--- src/rtl/player_input_pkg.sv ---
// player_input_pkg: shared types and constants for the player input stage.
package player_input_pkg;

  // Fire-control states; WAIT_RELEASE is only reachable without autofire.
  typedef enum logic [1:0] {
    IDLE         = 2'd0,
    FIRE         = 2'd1,
    COOLDOWN     = 2'd2,
    WAIT_RELEASE = 2'd3
  } fire_state_t;

  // HID usage IDs for the keys the game listens to.
  localparam logic [7:0] HID_SPACE = 8'd44;
  localparam logic [7:0] HID_LEFT  = 8'd80;
  localparam logic [7:0] HID_RIGHT = 8'd79;

  localparam int unsigned NUM_BUTTONS = 3;
  localparam int unsigned BTN_FIRE    = 2;
  localparam int unsigned BTN_LEFT    = 1;
  localparam int unsigned BTN_RIGHT   = 0;

  // Counter width able to hold 0..v-1, never narrower than one bit.
  function automatic int unsigned cnt_width(input int unsigned v);
    return (v > 1) ? $clog2(v) : 1;
  endfunction

endpackage

--- src/rtl/button_debounce.sv ---
// button_debounce: 2-FF synchroniser plus stable-count debouncer for one
// active-low push-button. 'pressed' is the accepted (debounced) level.
module button_debounce
  import player_input_pkg::*;
#(
  parameter int unsigned DEBOUNCE_CYCLES = 500000
) (
  input  logic Clk,
  input  logic reset_h,
  input  logic raw_n,
  output logic pressed
);

  localparam int unsigned CNT_W = cnt_width(DEBOUNCE_CYCLES);
  localparam logic [CNT_W-1:0] CNT_LAST = CNT_W'(DEBOUNCE_CYCLES - 1);

  logic [1:0]       sync_q;
  logic [CNT_W-1:0] cnt_q;
  logic             sample;

  // Synchronise the asynchronous pin; released (1) out of reset.
  always_ff @(posedge Clk) begin
    if (reset_h) begin
      sync_q <= 2'b11;
    end else begin
      sync_q <= {sync_q[0], raw_n};
    end
  end

  assign sample = ~sync_q[1];

  // Accept a new level only after it has differed for DEBOUNCE_CYCLES samples.
  always_ff @(posedge Clk) begin
    if (reset_h) begin
      pressed <= 1'b0;
      cnt_q   <= '0;
    end else if (sample == pressed) begin
      cnt_q <= '0;
    end else if (cnt_q == CNT_LAST) begin
      pressed <= sample;
      cnt_q   <= '0;
    end else begin
      cnt_q <= cnt_q + CNT_W'(1);
    end
  end

endmodule

--- src/rtl/player_input.sv ---
// player_input: conditions board buttons and the USB keycode into clean
// left/right levels and a frame-rate-limited one-cycle shoot pulse.
// Build option: PLAYER_INPUT_AUTOFIRE_EN -- when defined, holding fire
// re-shoots after every cooldown; otherwise each shot needs a fresh press.
module player_input
  import player_input_pkg::*;
#(
  parameter int unsigned DEBOUNCE_CYCLES      = 500000,
  parameter int unsigned FIRE_COOLDOWN_FRAMES = 15,
  parameter logic [7:0]  KC_FIRE              = HID_SPACE,
  parameter logic [7:0]  KC_LEFT              = HID_LEFT,
  parameter logic [7:0]  KC_RIGHT             = HID_RIGHT
) (
  input  logic       Clk,
  input  logic       reset_h,
  input  logic [2:0] key_n,
  input  logic [7:0] keycode,
  input  logic       VGA_VS,
  output logic       shoot,
  output logic       left,
  output logic       right,
  output logic       fire_ready
);

  localparam int unsigned CD_W = $clog2(FIRE_COOLDOWN_FRAMES + 1);
  localparam logic [CD_W-1:0] CD_LOAD = CD_W'(FIRE_COOLDOWN_FRAMES);
  localparam logic [CD_W-1:0] CD_ONE  = CD_W'(1);

  logic [NUM_BUTTONS-1:0] btn_pressed;
  logic [7:0]             kc_q;
  logic                   fire_req;
  logic                   left_req;
  logic                   right_req;

  logic [1:0]             vs_sync_q;
  logic                   vs_prev_q;
  logic                   tick_q;

  fire_state_t            state_q;
  fire_state_t            state_d;
  logic [CD_W-1:0]        cd_cnt_q;
  logic [CD_W-1:0]        cd_cnt_d;
  logic                   shoot_d;
  logic                   ready_d;

  // One synchronising debouncer per board button.
  for (genvar i = 0; i < NUM_BUTTONS; i++) begin : g_btn
    button_debounce #(
      .DEBOUNCE_CYCLES(DEBOUNCE_CYCLES)
    ) u_debounce (
      .Clk    (Clk),
      .reset_h(reset_h),
      .raw_n  (key_n[i]),
      .pressed(btn_pressed[i])
    );
  end

  // Register the NIOS keycode so decode sees a clean, aligned value.
  always_ff @(posedge Clk) begin
    if (reset_h) begin
      kc_q <= '0;
    end else begin
      kc_q <= keycode;
    end
  end

  assign fire_req  = btn_pressed[BTN_FIRE]  | (kc_q == KC_FIRE);
  assign left_req  = btn_pressed[BTN_LEFT]  | (kc_q == KC_LEFT);
  assign right_req = btn_pressed[BTN_RIGHT] | (kc_q == KC_RIGHT);

  // Opposing directions cancel; only an unambiguous request moves the ship.
  always_ff @(posedge Clk) begin
    if (reset_h) begin
      left  <= 1'b0;
      right <= 1'b0;
    end else begin
      left  <= left_req & ~right_req;
      right <= right_req & ~left_req;
    end
  end

  // Bring VGA_VS into the Clk domain and strobe once per falling edge.
  always_ff @(posedge Clk) begin
    if (reset_h) begin
      vs_sync_q <= 2'b11;
      vs_prev_q <= 1'b1;
      tick_q    <= 1'b0;
    end else begin
      vs_sync_q <= {vs_sync_q[0], VGA_VS};
      vs_prev_q <= vs_sync_q[1];
      tick_q    <= vs_prev_q & ~vs_sync_q[1];
    end
  end

  // Fire FSM state, cooldown counter and registered outputs.
  always_ff @(posedge Clk) begin
    if (reset_h) begin
      state_q    <= IDLE;
      cd_cnt_q   <= '0;
      shoot      <= 1'b0;
      fire_ready <= 1'b1;
    end else begin
      state_q    <= state_d;
      cd_cnt_q   <= cd_cnt_d;
      shoot      <= shoot_d;
      fire_ready <= ready_d;
    end
  end

  // Fire FSM next state: one shot, then a frame-counted cooldown.
  always_comb begin
    state_d  = state_q;
    cd_cnt_d = cd_cnt_q;
    shoot_d  = 1'b0;
    ready_d  = 1'b0;

    case (state_q)
      IDLE: begin
        if (fire_req) state_d = FIRE;
      end
      FIRE: begin
        cd_cnt_d = CD_LOAD;
        state_d  = COOLDOWN;
      end
      COOLDOWN: begin
        if (tick_q) begin
          if (cd_cnt_q > CD_ONE) begin
            cd_cnt_d = cd_cnt_q - CD_ONE;
          end else begin
            cd_cnt_d = '0;
`ifdef PLAYER_INPUT_AUTOFIRE_EN
            state_d  = IDLE;
`else
            state_d  = fire_req ? WAIT_RELEASE : IDLE;
`endif
          end
        end
      end
`ifndef PLAYER_INPUT_AUTOFIRE_EN
      WAIT_RELEASE: begin
        if (!fire_req) state_d = IDLE;
      end
`endif
      default: begin
        state_d = IDLE;
      end
    endcase

    shoot_d = (state_q == FIRE);
    ready_d = (state_d == IDLE);
  end

endmodule

--- config.mk ---
export PLATFORM = sky130hd
export DESIGN_NAME = player_input
export DESIGN_NICKNAME = d
export VERILOG_FILES = /design/src/rtl/player_input_pkg.sv /design/src/rtl/button_debounce.sv /design/src/rtl/player_input.sv
export SDC_FILE = /design/constraint.sdc
export NUM_CORES = 1
export LEC_CHECK = 0
export BUFFER_PORTS_ARGS = -buffer_cell sky130_fd_sc_hd__buf_2
export CORE_AREA = 2 2 82 84
export DETAILED_ROUTE_END_ITERATION = 10
export DIE_AREA = 0 0 84 86
export GPL_ROUTABILITY_DRIVEN = 0
export PLACE_DENSITY_LB_ADDON = 0.05
export SLEW_MARGIN = 40
export SYNTH_ARGS = -nofsm -noshare
export SYNTH_HDL_FRONTEND = slang
export SYNTH_SLANG_ARGS = --single-unit
--- constraint.sdc ---
create_clock -name Clk -period 2.3 [get_ports Clk]
set_input_delay 0.115 -clock Clk [delete_from_list [all_inputs] [get_ports Clk]]
set_output_delay 0.115 -clock Clk [all_outputs]
set_load 0.01 [all_outputs]
; ---- Word level (Yosys, flattened, before mapping)
; Index checks and enable logic that the tools add are counted.
; W data, S select, Z words.
[op_classes]
n_addsub = 4
magnitude_cmp = 1
eq_ne = 13
mux = 9
bitwise = 15
n_reduce_logical = 10
[op_table]
columns = operator, n
row1 = $add A19 B1 Y19 const B, 3
row2 = $eq A19 B19 Y1 const B, 3
row3 = $eq A8 B7 Y1 const B, 2
row4 = $mux W2, 5
row5 = $not A1 Y1, 9
row6 = $reduce_or A3 Y1, 3
row7 = $eq A8 B6 Y1 const B, 1
row8 = $mux W4, 2
row9 = $pmux W2 S4, 1
row10 = $pmux W4 S2, 1
row11 = $reduce_and A2 Y1, 4
row12 = $eq A2 B2 Y1 const B, 2
row13 = $gt A4 B1 Y1 const B, 1
row14 = $logic_not A2 Y1, 2
row15 = $sub A4 B1 Y4 const B, 1
row16 = $and A1 B1 Y1, 3
row17 = $eq A1 B1 Y1, 3
row18 = $or A1 B1 Y1, 3
row19 = $eq A2 B1 Y1 const B, 1
row20 = $ne A2 B2 Y1 const B, 1
row21 = $reduce_bool A2 Y1, 1
[word_totals]
regBits = 88
out_inout_bits = 4
elab_cells = 71

; ---- Longest topological paths before layout
; Gate-level depths: netlist of run 1.
[depth]
depth_word = 7
mapped_depth = 7
depth_no_buf = 6

; ---- By module
; Synthesis of run 1 repeated with hierarchy kept, for this count alone.
[unflattened]
cells_unflattened = 418
area_unflattened_um2 = 4106.4
[by_module_without_submodules]
columns = module, instances, cells_per_inst, area_per_inst_um2, seq_area_each_um2
row1 = button_debounce, 3, 110, 1084.8, 440.4
row2 = player_input, 1, 88, 852.1, 440.4

; ---- Worst setup path before layout of run 1
; OpenSTA, ideal clock, no wires.
[synth_path]
kind = reg2reg
startpoint = register g_btn[0].u_debounce.cnt_q[0]
endpoint = register g_btn[0].u_debounce.cnt_q[18]
setup_time_ns = 0.070
arrival_time_ns = 1.711
required_time_ns = 2.230
path_slack_ns = 0.519
stages_incl_launch_ff = 6
path_cell_list = dfxtp_1 ha_1 nand4_1 or2_2 or3_2 a21oi_1
[synth_via]
elab_chain_cells = 2
[synth_lines]
columns = element, line_no
row1 = start: declaration, button_debounce.sv:18  ; logic [CNT_W-1:0] cnt_q;
row2 = start signal: assignment, button_debounce.sv:43  ; cnt_q <= cnt_q + CNT_W'(1);
row3 = "parallel branches: the longest is 2 deep, another holds $add A19 B1 Y19", n/a
; Parallel ways; which one is timed is not known.
; A chain may end at the register's enable or synchronous reset.

; ---- Worst setup path after layout of run 1
[layout_path]
startpoint = register cd_cnt_q[1]
endpoint = register state_q[0]
[layout_via]
elab_chain_cells = 4
[layout_lines]
columns = element, line_no
row1 = start: declaration, player_input.sv:41  ; logic [CD_W-1:0] cd_cnt_q;
row2 = start signal: assignment, player_input.sv:104  ; cd_cnt_q <= cd_cnt_d;
row3 = $gt A4 B1 Y1, player_input.sv:127  ; if (cd_cnt_q > CD_ONE) begin
row4 = $mux W2, player_input.sv:127
row5 = $mux W2, player_input.sv:126  ; if (tick_q) begin
row6 = $pmux W2 S4, player_input.sv:117  ; case (state_q)
row7 = end signal: assignment, player_input.sv:103  ; state_q <= state_d;
row8 = end: declaration, player_input.sv:39  ; fire_state_t state_q;
; No other way between the ends.

==> qor_table.md, run 1 <==
| Quantity | Value | Unit |
|:---|:---|:---|
| Result of the run | finished clean | - |
| Total stage count of the critical path | 6 | - |
| Lkg Pwr | 1.36 | nW |
| Global Route Usage Sum | 20.8 | % |
| Top fanout value on the critical path | 3 | - |
| Half-perimeter wire length of the detailed placement result | 4410 | um |
| Share of the synthesized area in the top cell type | 47.6 | % |
| Min-Delay Path Depth | 2 | - |
| CTS clk-pin slew, worst paths | 0.08 | ns |
| Longest Clk Path Bufs | 2 | - |
| Post-route DRC | 0 | - |
| Area after detailed placement | 3860 | sq um |
| CP max-delay cell | sky130_fd_sc_hd__or4b_2 | - |
| WS Path Type | reg -> reg | - |
| Arrival time of the worst setup path | 2.15 | ns |
| Path depth of the worst reg2reg path | 6 | - |
| Critical path required time | 2.57 | ns |
| Fin crit period | 1.87 | ns |
| Number of DRC violations after detailed-routing iteration 0 | 90 | - |
| Mapped Cells | 418 | - |
| Area of the die | 7220 | sq um |
| Final cell area excluding filler cells | 4180 | sq um |
| Clock root cell | sky130_fd_sc_hd__clkbuf_8 | - |
| Register-to-Register Setup Slack | 0.43 | ns |
| Number of max-slew violations in the final report | 0 | - |
| Unrepaired setup endpoints after global routing | no | - |
| Max VDD drop | 0.505 | mV |
| Top cells by count, synth | sky130_fd_sc_hd__dfxtp_1 (88), sky130_fd_sc_hd__nor2_1 (68), sky130_fd_sc_hd__xnor2_1 (33) | - |
| Hold/Removal Path Class | in -> reg | - |
| Count of nets left with antenna violations after detail routing | 0 | - |
| Post-synthesis instance area | 3700 | sq um |
| Largest net degree at the start of global routing | 20 | - |
| Ranking of synthesized cells by area | sky130_fd_sc_hd__dfxtp_1 (48%), sky130_fd_sc_hd__xnor2_1 (7.8%), sky130_fd_sc_hd__nor2_1 (6.9%) | - |
| Launch point of the worst path | cd_cnt_q[1]$_SDFFE_PP0P_ | - |
| Worst rel slew slack | 55.6 | % |
| Post-Route WL | 6770 | um |
| FFs w/ async S/R, synth | 0 | % |
| #FFs+latches synth | 88 | - |
| Cell family with most CP delay | simple AND/OR/NAND/NOR gates | - |
| Chip width | 84 | um |
| TritonCTS clock tree | built | - |
| Library cell occupying the most area in the post-synthesis netlist | sky130_fd_sc_hd__dfxtp_1 | - |
| Proportion of layout cells with a drive suffix above 1 | 12.5 | % |
| Warnings, synthesis | 0 | - |
| CP endpoint | state_q[0]$_SDFF_PP0_ | - |
| EDFF count, synth | 0 | - |
| Core area | 6280 | sq um |
| Capture instance of the worst register-to-register path | state_q[0]$_SDFF_PP0_ | - |
| Net count after synthesis | 437 | - |
| Y dimension of the die | 86 | um |
| Number of antenna violations at the first check in global routing | 0 | - |
| Endpoint class of the critical path | flip-flop | - |
| Number of failing setup endpoints in the final timing report | 0 | - |
| First-pass GRT wire length | 12100 | um |
| Total power divided by cell area | 643 | nW/um^2 |
| Via-per-instance ratio | 5.47 | - |
| Max-cap check violation count | 0 | - |
| Category of the worst setup path launch point | flip-flop | - |
| Vias in the first global route | 2693 | - |
| Portion of the clock cycle consumed by the worst path in the final layout | 81.5 | % |
| Final hold viol count | 0 | - |
| Io pins | 18 | - |
| Register area share after synthesis | 47.6 | % |
| H-tree depth | 3 | - |
| Average footprint of a synthesized cell | 8.85 | sq um |
| Top FF cell, synth | sky130_fd_sc_hd__dfxtp_1 | - |
| Fmax achieved | 0.533 | GHz |
| Most used standard cell by instance count after synthesis | sky130_fd_sc_hd__dfxtp_1 | - |
| Area added between synthesis and finish | 13.1 | % |
| Layout Nets | 470 | - |
| Worst-path cell chain | inv_1 -> ha_1 -> nor2_1 -> or4b_2 -> a21boi_0 -> nor3b_1 | - |
| Transition time of the tightest slew-check pin | 0.660 | ns |
| Effective utilization at floorplan | 58.9 | % |
| Antenna diode count | 0 | - |
| Number of buffers added by the clock tree synthesis step | 9 | - |
| Startpoint of the worst-slack reg-to-reg timing path | cd_cnt_q[1]$_SDFFE_PP0P_ | - |
| Routed length per instance | 12.7 | um |
| Final worst clock skew | 0.00638 | ns |
| Total congestion overflow after global routing | 0 | - |
| Distinct cell type count of the synthesized netlist | 46 | - |
| Later-pin clock latency in the skew report | 0.35 | ns |
| Number of placement rows | 29 | - |
| Sink count of the clock tree | 88 | - |
| # port buffers | 17 | - |
| Max incr delay on CP | 0.59 | ns |
| Final-layout setup total negative slack | 0 | ns |
| Crit path buffers/inverters | 1 | - |
| Iteration count of the initial detailed-routing pass | 4 | - |
| Total via count after detailed routing | 2914 | - |
## layer usage
metal	track usage, %	vias to the layer above	share of wire [%]
met5	0	-	0
met4	10.4	0	1.8
met3	4.33	12	2.8
met2	32.8	39	46
met1	27.1	1350	49
li1	-	1513	-
## repair_timing
item,4_1_cts,5_1_grt
gates resized for setup,0,0
setup buffers,0,0
endpoints found under the hold margin,12,0
hold buffers,12,0
## flip-flops by register name, summed over array words and instances, names as in the netlist
register and cells:
tick_q 1, fire_ready 1, right 1, vs_sync_q 2, cd_cnt_q 4, left 1
shoot 1, g_btn.u_debounce.sync_q 6, kc_q 8, g_btn.u_debounce.cnt_q 57, g_btn.u_debounce.pressed 3, vs_prev_q 1
state_q 2
## stage by stage
stage          util (%)  instances  worst slack (ns)  hold slack, ns  power (mW)
4_1_cts            66.7        533             0.414           0.119        2.72
3_3_place_gp       61.6        505             0.526           0.297        1.64
3_5_place_dp       61.6        505             0.432           0.300        1.64
5_1_grt            66.7        533             0.295           0.133        2.79
6_report           66.7        533             0.425           0.133        2.69
2_1_floorplan         -        418             0.519           0.219        1.62
## placed cells by master (no fill, tap or decap), types with 3 or more instances in the layout
cell / instances
sky130_fd_sc_hd__dfxtp_1: 88
sky130_fd_sc_hd__nor2_1: 68
sky130_fd_sc_hd__xnor2_1: 33
sky130_fd_sc_hd__nand2_1: 22
sky130_fd_sc_hd__nand3_1: 21
sky130_fd_sc_hd__nor3_1: 19
sky130_fd_sc_hd__buf_2: 17
sky130_fd_sc_hd__a21oi_1: 15
sky130_fd_sc_hd__inv_1: 13
sky130_fd_sc_hd__nor4_1: 13
sky130_fd_sc_hd__or2_2: 12
sky130_fd_sc_hd__nand4_1: 12
sky130_fd_sc_hd__dlygate4sd3_1: 12
sky130_fd_sc_hd__xor2_1: 11
sky130_fd_sc_hd__clkbuf_8: 11
sky130_fd_sc_hd__o21ai_0: 9
sky130_fd_sc_hd__nor2b_1: 9
sky130_fd_sc_hd__and3_1: 7
sky130_fd_sc_hd__buf_4: 6
sky130_fd_sc_hd__nor4b_1: 5
sky130_fd_sc_hd__ha_1: 5
sky130_fd_sc_hd__or4_1: 4
sky130_fd_sc_hd__nand2b_1: 4
sky130_fd_sc_hd__or3_1: 3
sky130_fd_sc_hd__a21o_1: 3
sky130_fd_sc_hd__nor3b_1: 3
## where the power goes
part	internal (mW)	switching [mW]
sequential	1.54	0.00886
combinational	0.0385	0.0307
clock	0.559	0.514
total	2.14	0.553
## layout make-up
type,instances,area (sq um)
fill,535,2090
inverter,13,48.8
clock buffer,13,159
sequential,88,1760
tap,77,96.3
multi-input combinational,304,1830
clock inverter,3,40.0
timing repair buffer,35,250
## worst min path at each step
stage / end / slack, ns / start
after floorplan: g_btn[0].u_debounce.sync_q[0]$_SDFF_PP1_ / 0.22 / key_n[0]
after global placement: vs_sync_q[0]$_SDFF_PP1_ / 0.30 / VGA_VS
after detailed placement: g_btn[1].u_debounce.sync_q[0]$_SDFF_PP1_ / 0.30 / key_n[1]
after CTS: kc_q[3]$_SDFF_PP0_ / 0.12 / reset_h
after global routing: kc_q[3]$_SDFF_PP0_ / 0.13 / reset_h
final: kc_q[3]$_SDFF_PP0_ / 0.13 / reset_h
## worst reg2reg max path: cells and delay by family, from the launching register on
kind | cells | cell delay, ns
compound gates | 1 | 0.31
fa+ha+maj | 1 | 0.19
flops | 1 | 0.33
buf+inv | 1 | 0.09
simple gates | 3 | 0.87
## cells by family (layout without fill, tap and decap cells)
| kind of cell | after synthesis | in the layout | share of synthesized area (%) |
|---|---|---|---|
| AO/OA/AOI/OAI | 41 | 41 | 6.73 |
| XOR/XNOR | 44 | 44 | 10.4 |
| adder cells (fa/ha/maj) | 5 | 5 | 1.69 |
| buffers and inverters | 26 | 64 | 2.94 |
| flip-flops | 88 | 88 | 47.6 |
| multiplexers | 1 | 1 | 0.271 |
| AND/OR/NAND/NOR | 213 | 213 | 30.3 |
Power figures use the tool's default switching activity.
==> run 2: changes to the inputs <==
==> constraint.sdc (replaced) <==
create_clock -name Clk -period 1.75 [get_ports Clk]
set_input_delay 0.0875 -clock Clk [delete_from_list [all_inputs] [get_ports Clk]]
set_output_delay 0.0875 -clock Clk [all_outputs]
set_load 0.01 [all_outputs]
==> run 2 against run 1 <==
Net effect: core utilization up 4.3 points; worst hold slack got worse by 0.019 ns; non-clock buffer count is 23 higher; highest routed layer unchanged.
==> qor_table.md, run 2 (same netlist as run 1, synthesis figures left out) <==
| Quantity | Value | Unit |
|:---|:---|:---|
| Number of antenna violations at the first check in global routing | 0 | - |
| Core area | 6280 | sq um |
| Final worst clock skew | 0.00769 | ns |
| TritonCTS clock tree | built | - |
| P_int | 3.09 | mW |
| Number of DRC violations after detailed-routing iteration 0 | 91 | - |
| Via-per-instance ratio | 5.39 | - |
| Area added between synthesis and finish | 20.5 | % |
| Most frequent standard cell in the layout excluding fill and tap cells | sky130_fd_sc_hd__dfxtp_1 | - |
| Portion of the clock cycle consumed by the worst path in the final layout | 96.2 | % |
| Largest net degree at the start of global routing | 23 | - |
| Lkg Pwr | 1.50 | nW |
| Startpoint of the worst-slack reg-to-reg timing path | cd_cnt_q[1]$_SDFFE_PP0P_ | - |
| Worst rel slew slack | 73.1 | % |
| Post-route DRC | 0 | - |
| Effective utilization at floorplan | 58.9 | % |
| Clock root cell | sky130_fd_sc_hd__clkbuf_8 | - |
| Unrepaired setup endpoints after global routing | yes | - |
| Arrival time of the worst setup path | 1.96 | ns |
| Switching share of power | 18.6 | % |
| Antenna diode count | 0 | - |
| Critical path required time | 2.03 | ns |
| Part of the power in the clock network | 43.8 | % |
| Transition time of the tightest slew-check pin | 0.400 | ns |
| Most frequent cells in the layout | sky130_fd_sc_hd__dfxtp_1 (83), sky130_fd_sc_hd__nor2_1 (68), sky130_fd_sc_hd__xnor2_1 (33) | - |
| Area of all sequential standard cells | 1770 | sq um |
| Number of placement rows | 29 | - |
| CTS clk-pin slew, worst paths | 0.08 | ns |
| Max-cap check violation count | 0 | - |
| Top fanout value on the critical path | 3 | - |
| Biggest registers after layout | g_btn.u_debounce.cnt_q (57), kc_q (8), g_btn.u_debounce.sync_q (6) | - |
| Total via count after detailed routing | 2988 | - |
| Layout Nets | 493 | - |
| Later-pin clock latency in the skew report | 0.35 | ns |
| Post-Route WL | 7070 | um |
| Area of the die | 7220 | sq um |
| Io pins | 18 | - |
| Max VDD drop | 0.653 | mV |
| Longest Clk Path Bufs | 2 | - |
| Endpoint class of the critical path | flip-flop | - |
| Number of failing setup endpoints in the final timing report | 0 | - |
| WS Path Type | reg -> reg | - |
| Power spent charging and discharging nets | 0.704 | mW |
| Number of max-slew violations in the final report | 0 | - |
| Total power divided by cell area | 851 | nW/um^2 |
| Global Route Usage Sum | 20.9 | % |
| Number of flip-flops under the largest register name | 57 | - |
| Proportion of layout cells with a drive suffix above 1 | 19.3 | % |
| Result of the run | finished clean | - |
| Final hold viol count | 0 | - |
| Part of the power in registers | 53.6 | % |
| Sink count of the clock tree | 88 | - |
| Launch point of the worst path | cd_cnt_q[1]$_SDFFE_PP0P_ | - |
| Min-delay src | reset_h | - |
| Category of the worst setup path launch point | flip-flop | - |
| Routed length per instance | 12.8 | um |
| Post-Route Utilization | 71.0 | % |
| Y dimension of the die | 86 | um |
| Overall power of the completed layout | 3.79 | mW |
| Largest reg by FF count | g_btn.u_debounce.cnt_q | - |
| H-tree depth | 3 | - |
| First-pass GRT wire length | 12300 | um |
| Chip width | 84 | um |
| Number of buffers added by the clock tree synthesis step | 9 | - |
| Fmax achieved | 0.594 | GHz |
| Share of total power in combinational logic | 2.6 | % |
| Hold/Removal Path Class | in -> reg | - |
| Iteration count of the initial detailed-routing pass | 4 | - |
| Total congestion overflow after global routing | 0 | - |
| Count of nets left with antenna violations after detail routing | 0 | - |
| # port buffers | 17 | - |
| Fin crit period | 1.68 | ns |
| Area occupied by multi-input gates | 1870 | sq um |
| Final-layout fill cell count | 500 | - |
| Half-perimeter wire length of the detailed placement result | 4790 | um |
| Vias in the first global route | 2827 | - |
## run 2: cell count changes in the layout (fill, tap and decap cells not counted), moves of 2 or more
cell,before,now
sky130_fd_sc_hd__ha_1,5,2
sky130_fd_sc_hd__dfxtp_2,0,5
sky130_fd_sc_hd__dfxtp_1,88,83
sky130_fd_sc_hd__clkbuf_1,2,0
sky130_fd_sc_hd__clkinv_2,2,0
sky130_fd_sc_hd__bufinv_16,1,3
sky130_fd_sc_hd__buf_4,6,28
sky130_fd_sc_hd__ha_2,0,2
## run 2: critical path, stage by stage (launching register included)
cell and delay (ns):
sky130_fd_sc_hd__dfxtp_1 0.32, sky130_fd_sc_hd__inv_1 0.09, sky130_fd_sc_hd__ha_2 0.19, sky130_fd_sc_hd__nor2_1 0.05
sky130_fd_sc_hd__or4b_2 0.63, sky130_fd_sc_hd__a21boi_2 0.18, sky130_fd_sc_hd__nor3b_2 0.16
## run 2: repair_timing
action,4_1_cts,5_1_grt
resized for setup,1,13
hold buffers,12,0
setup buffers,0,1
hold endpoints to repair,12,0
endpoints found under the setup margin,2,7
gates cloned,0,0
pin swaps,0,4
## run 2: per-stage QoR
stage                     TNS (ns)  setup slack, ns  instance area [sq um]  std cells  hold WS [ns]
after floorplan                  0           0.0270                   3710        418         0.191
after global placement           0          0.00906                   4050        527         0.269
after detailed placement   -0.0867          -0.0671                   4050        527         0.272
after CTS                        0           0.0170                   4410        553         0.107
after global routing       -0.0502          -0.0462                   4460        554         0.118
final                            0           0.0668                   4460        554         0.114
## run 2: final cells by class
class / count / share of cell area [%]
clock inverters: 3 / 2.02
repair buffers: 58 / 9.77
clock buffers: 11 / 3.40
inverters: 13 / 1.09
flip-flops and latches: 88 / 39.7
well taps: 77 / 2.16
multi-input cells: 304 / 41.9
## run 2: per-layer routing
layer / track usage, % / wire length, um
met4: 6.74 / 104
met1: 25.4 / 3380
met3: 5.00 / 199
met2: 36.5 / 3380
met5: 0 / 0
## run 2: final timing paths
check	slack, ns	cells after the start	endpoint
hold reg to reg	0.41	1	vs_sync_q[1]$_SDFF_PP1_
setup / recovery	0.07	6	state_q[0]$_SDFF_PP0_
setup reg to reg	0.07	6	state_q[0]$_SDFF_PP0_
hold / removal	0.11	2	g_btn[0].u_debounce.pressed$_SDFFE_PP0P_
## run 2: power by group through the flow
stage / Combinational [mW] / Sequential, mW / Clock [mW]
finish: 0.0967 / 2.03 / 1.66
global route: 0.108 / 2.04 / 1.77
CTS: 0.0960 / 2.03 / 1.71
detailed placement: 0.0751 / 2.08 / 0
global placement: 0.0739 / 2.08 / 0
floorplan: 0.0466 / 2.08 / 0
==> run 3: changes to the inputs <==
--- a/config.mk
+++ b/config.mk
@@ -6,9 +6,9 @@
 export NUM_CORES = 1
 export LEC_CHECK = 0
 export BUFFER_PORTS_ARGS = -buffer_cell sky130_fd_sc_hd__buf_2
-export CORE_AREA = 2 2 82 84
+export CORE_AREA = 2 2 88 90
 export DETAILED_ROUTE_END_ITERATION = 10
-export DIE_AREA = 0 0 84 86
+export DIE_AREA = 0 0 90 92
 export GPL_ROUTABILITY_DRIVEN = 0
 export PLACE_DENSITY_LB_ADDON = 0.05
 export SLEW_MARGIN = 40
==> run 3 against run 2 <==
Net effect: die area rose by 15%; non-clock buffer count increased by 7; combinational power up 2.9%; via count grew 0.64%; clock power up 3%; sequential cell count unchanged; clock skew decreased by 0.0015 ns.
==> qor_table.md, run 3 (same netlist as run 1, synthesis figures left out) <==
| Quantity | Value | Unit |
|:---|:---|:---|
| Area added between synthesis and finish | 22.6 | % |
| Lkg Pwr | 1.54 | nW |
| Hold/Removal Path Class | in -> reg | - |
| Power spent charging and discharging nets | 0.805 | mW |
| CTS clk-pin slew, worst paths | 0.09 | ns |
| Endpoint class of the critical path | flip-flop | - |
| Vias in the first global route | 2848 | - |
| Chip width | 90 | um |
| Post-route DRC | 0 | - |
| Fmax achieved | 0.605 | GHz |
| Post-Route WL | 7190 | um |
| Max VDD drop | 0.395 | mV |
| Number of failing setup endpoints in the final timing report | 0 | - |
| Portion of the clock cycle consumed by the worst path in the final layout | 94.5 | % |
| Switching share of power | 20.9 | % |
| Area of the die | 8280 | sq um |
| Result of the run | finished clean | - |
| P_int | 3.04 | mW |
| Later-pin clock latency in the skew report | 0.36 | ns |
| Category of the worst setup path launch point | flip-flop | - |
| Largest net degree at the start of global routing | 22 | - |
| Global Route Usage Sum | 18.3 | % |
| Share of total power in combinational logic | 2.6 | % |
| Cell family with most CP delay | simple AND/OR/NAND/NOR gates | - |
| Critical path required time | 2.04 | ns |
| Most frequent standard cell in the layout excluding fill and tap cells | sky130_fd_sc_hd__dfxtp_1 | - |
| Met1 Resource Use GR | 22.6 | % |
| Iteration count of the initial detailed-routing pass | 4 | - |
| Number of DRC violations after detailed-routing iteration 0 | 87 | - |
| GRT busiest layer | met2 | - |
| Final hold viol count | 0 | - |
| TritonCTS clock tree | built | - |
| Sink count of the clock tree | 88 | - |
| Part of the power in registers | 52.8 | % |
| Worst rel slew slack | 70.2 | % |
| Largest reg by FF count | g_btn.u_debounce.cnt_q | - |
| Biggest registers after layout | g_btn.u_debounce.cnt_q (57), kc_q (8), g_btn.u_debounce.sync_q (6) | - |
| Y dimension of the die | 92 | um |
| First-pass GRT wire length | 12500 | um |
| Io pins | 18 | - |
| Final worst clock skew | 0.00617 | ns |
| Count of nets left with antenna violations after detail routing | 0 | - |
| Fin crit period | 1.65 | ns |
| Number of buffers added by the clock tree synthesis step | 9 | - |
| Via-per-instance ratio | 5.11 | - |
| Longest Clk Path Bufs | 2 | - |
| Max-cap check violation count | 0 | - |
| Routed length per instance | 12.2 | um |
| Met3 Usage GRT | 3.86 | % |
| Transition time of the tightest slew-check pin | 0.443 | ns |
| Arrival time of the worst setup path | 1.95 | ns |
| Total power divided by cell area | 848 | nW/um^2 |
| Pre-CTS WS | -0.0502 | ns |
| Clock root cell | sky130_fd_sc_hd__clkbuf_8 | - |
| Worst hold slack across all endpoints | 0.0852 | ns |
| Number of antenna violations at the first check in global routing | 0 | - |
| Layout Nets | 500 | - |
| CP max-delay cell | sky130_fd_sc_hd__or3_2 | - |
| Final worst setup slack | 0.0964 | ns |
| Number of placement rows | 32 | - |
| Top fanout value on the critical path | 4 | - |
| Effective utilization at floorplan | 49.7 | % |
| Met2 Usage GRT | 31.3 | % |
| Half-perimeter wire length of the detailed placement result | 4960 | um |
| Antenna diode count | 0 | - |
| Proportion of layout cells with a drive suffix above 1 | 20.8 | % |
| Max incr delay on CP | 0.44 | ns |
| Overall power of the completed layout | 3.85 | mW |
| Number of max-slew violations in the final report | 0 | - |
| # port buffers | 17 | - |
| Core area | 7450 | sq um |
| Worst-path cell chain | ha_2 -> nand4_1 -> or2_4 -> or3_2 -> a21oi_1 | - |
| Final-layout fill cell count | 697 | - |
| Total congestion overflow after global routing | 0 | - |
| H-tree depth | 3 | - |
| Part of the power in the clock network | 44.6 | % |
| Number of flip-flops under the largest register name | 57 | - |
| Register-to-Register Setup Slack | 0.1 | ns |
| Crit path buffers/inverters | 0 | - |
| WS Path Type | reg -> reg | - |
| Total via count after detailed routing | 3007 | - |
| Most frequent cells in the layout | sky130_fd_sc_hd__dfxtp_1 (83), sky130_fd_sc_hd__nor2_1 (68), sky130_fd_sc_hd__buf_4 (34) | - |
==> run 3: cell count changes in the layout (fill, tap and decap cells not counted), sizes merged <==
cell,delta
buf,+7
clkbuf,-2
clkinvlp,+1
inv,+3
==> run 3: worst reg2reg max path, delay by kind of cell, from the launching register on <==
kind	cells	cell delay, ns
adders and majority gates	1	0.21
and+or+nand+nor	3	0.90
AOI/OAI and AO/OA	1	0.14
DFF	1	0.34
==> run 3: stage by stage <==
step	instances	TNS, ns	utilization [%]	area [sq um]
after floorplan	418	0	-	3710
after global placement	558	0	55.4	4120
after detailed placement	558	-0.0502	55.4	4120
after CTS	586	0	60.4	4500
after global routing	588	-0.0644	60.9	4530
final	588	0	60.9	4530
==> run 3: timing repair <==
item                                    CTS  global route
gates cloned                              0             0
hold buffers                             12             0
endpoints found under the hold margin    12             0
resized for setup                         2            11
pin swaps                                 0             3
endpoints found under the setup margin    2            23
buffers inserted                          0             2
==> run 3: path summary, 6_finish.rpt <==
kind | startpoint | endpoint | cells after the start
worst max-delay path | g_btn[0].u_debounce.cnt_q[0]$_SDFF_PP0_ | g_btn[0].u_debounce.cnt_q[18]$_SDFF_PP0_ | 5
worst min-delay path | reset_h | g_btn[1].u_debounce.pressed$_SDFFE_PP0P_ | 2
worst max register to register | g_btn[0].u_debounce.cnt_q[0]$_SDFF_PP0_ | g_btn[0].u_debounce.cnt_q[18]$_SDFF_PP0_ | 5
worst min register to register | vs_prev_q$_SDFF_PP1_ | tick_q$_SDFF_PP0_ | 2
==> run 3: area by class of cell <==
class	count	area (sq um)	area share, %
Multi-Input combinational cell	304	1850	40.8
Clock inverter	7	124	2.73
Sequential cell	88	1770	39.0
Inverter	13	48.8	1.08
Clock buffer	9	124	2.73
Tap cell	102	128	2.81
Timing Repair Buffer	65	492	10.8
==> run 3: routing by layer <==
layer  up-vias  routed length (um)
met4         0                  91
met5         -                   0
met3         9                 153
met1      1396                3480
li1       1581                   -
met2        21                3470
==> run 3: power groups by stage <==
stage	Clock (mW)	Sequential (mW)	Combinational, mW
5_1_grt	1.86	2.04	0.111
6_report	1.71	2.03	0.0995
3_3_place_gp	0	2.08	0.0768
3_5_place_dp	0	2.08	0.0776
2_1_floorplan	0	2.08	0.0466
4_1_cts	1.77	2.03	0.0982
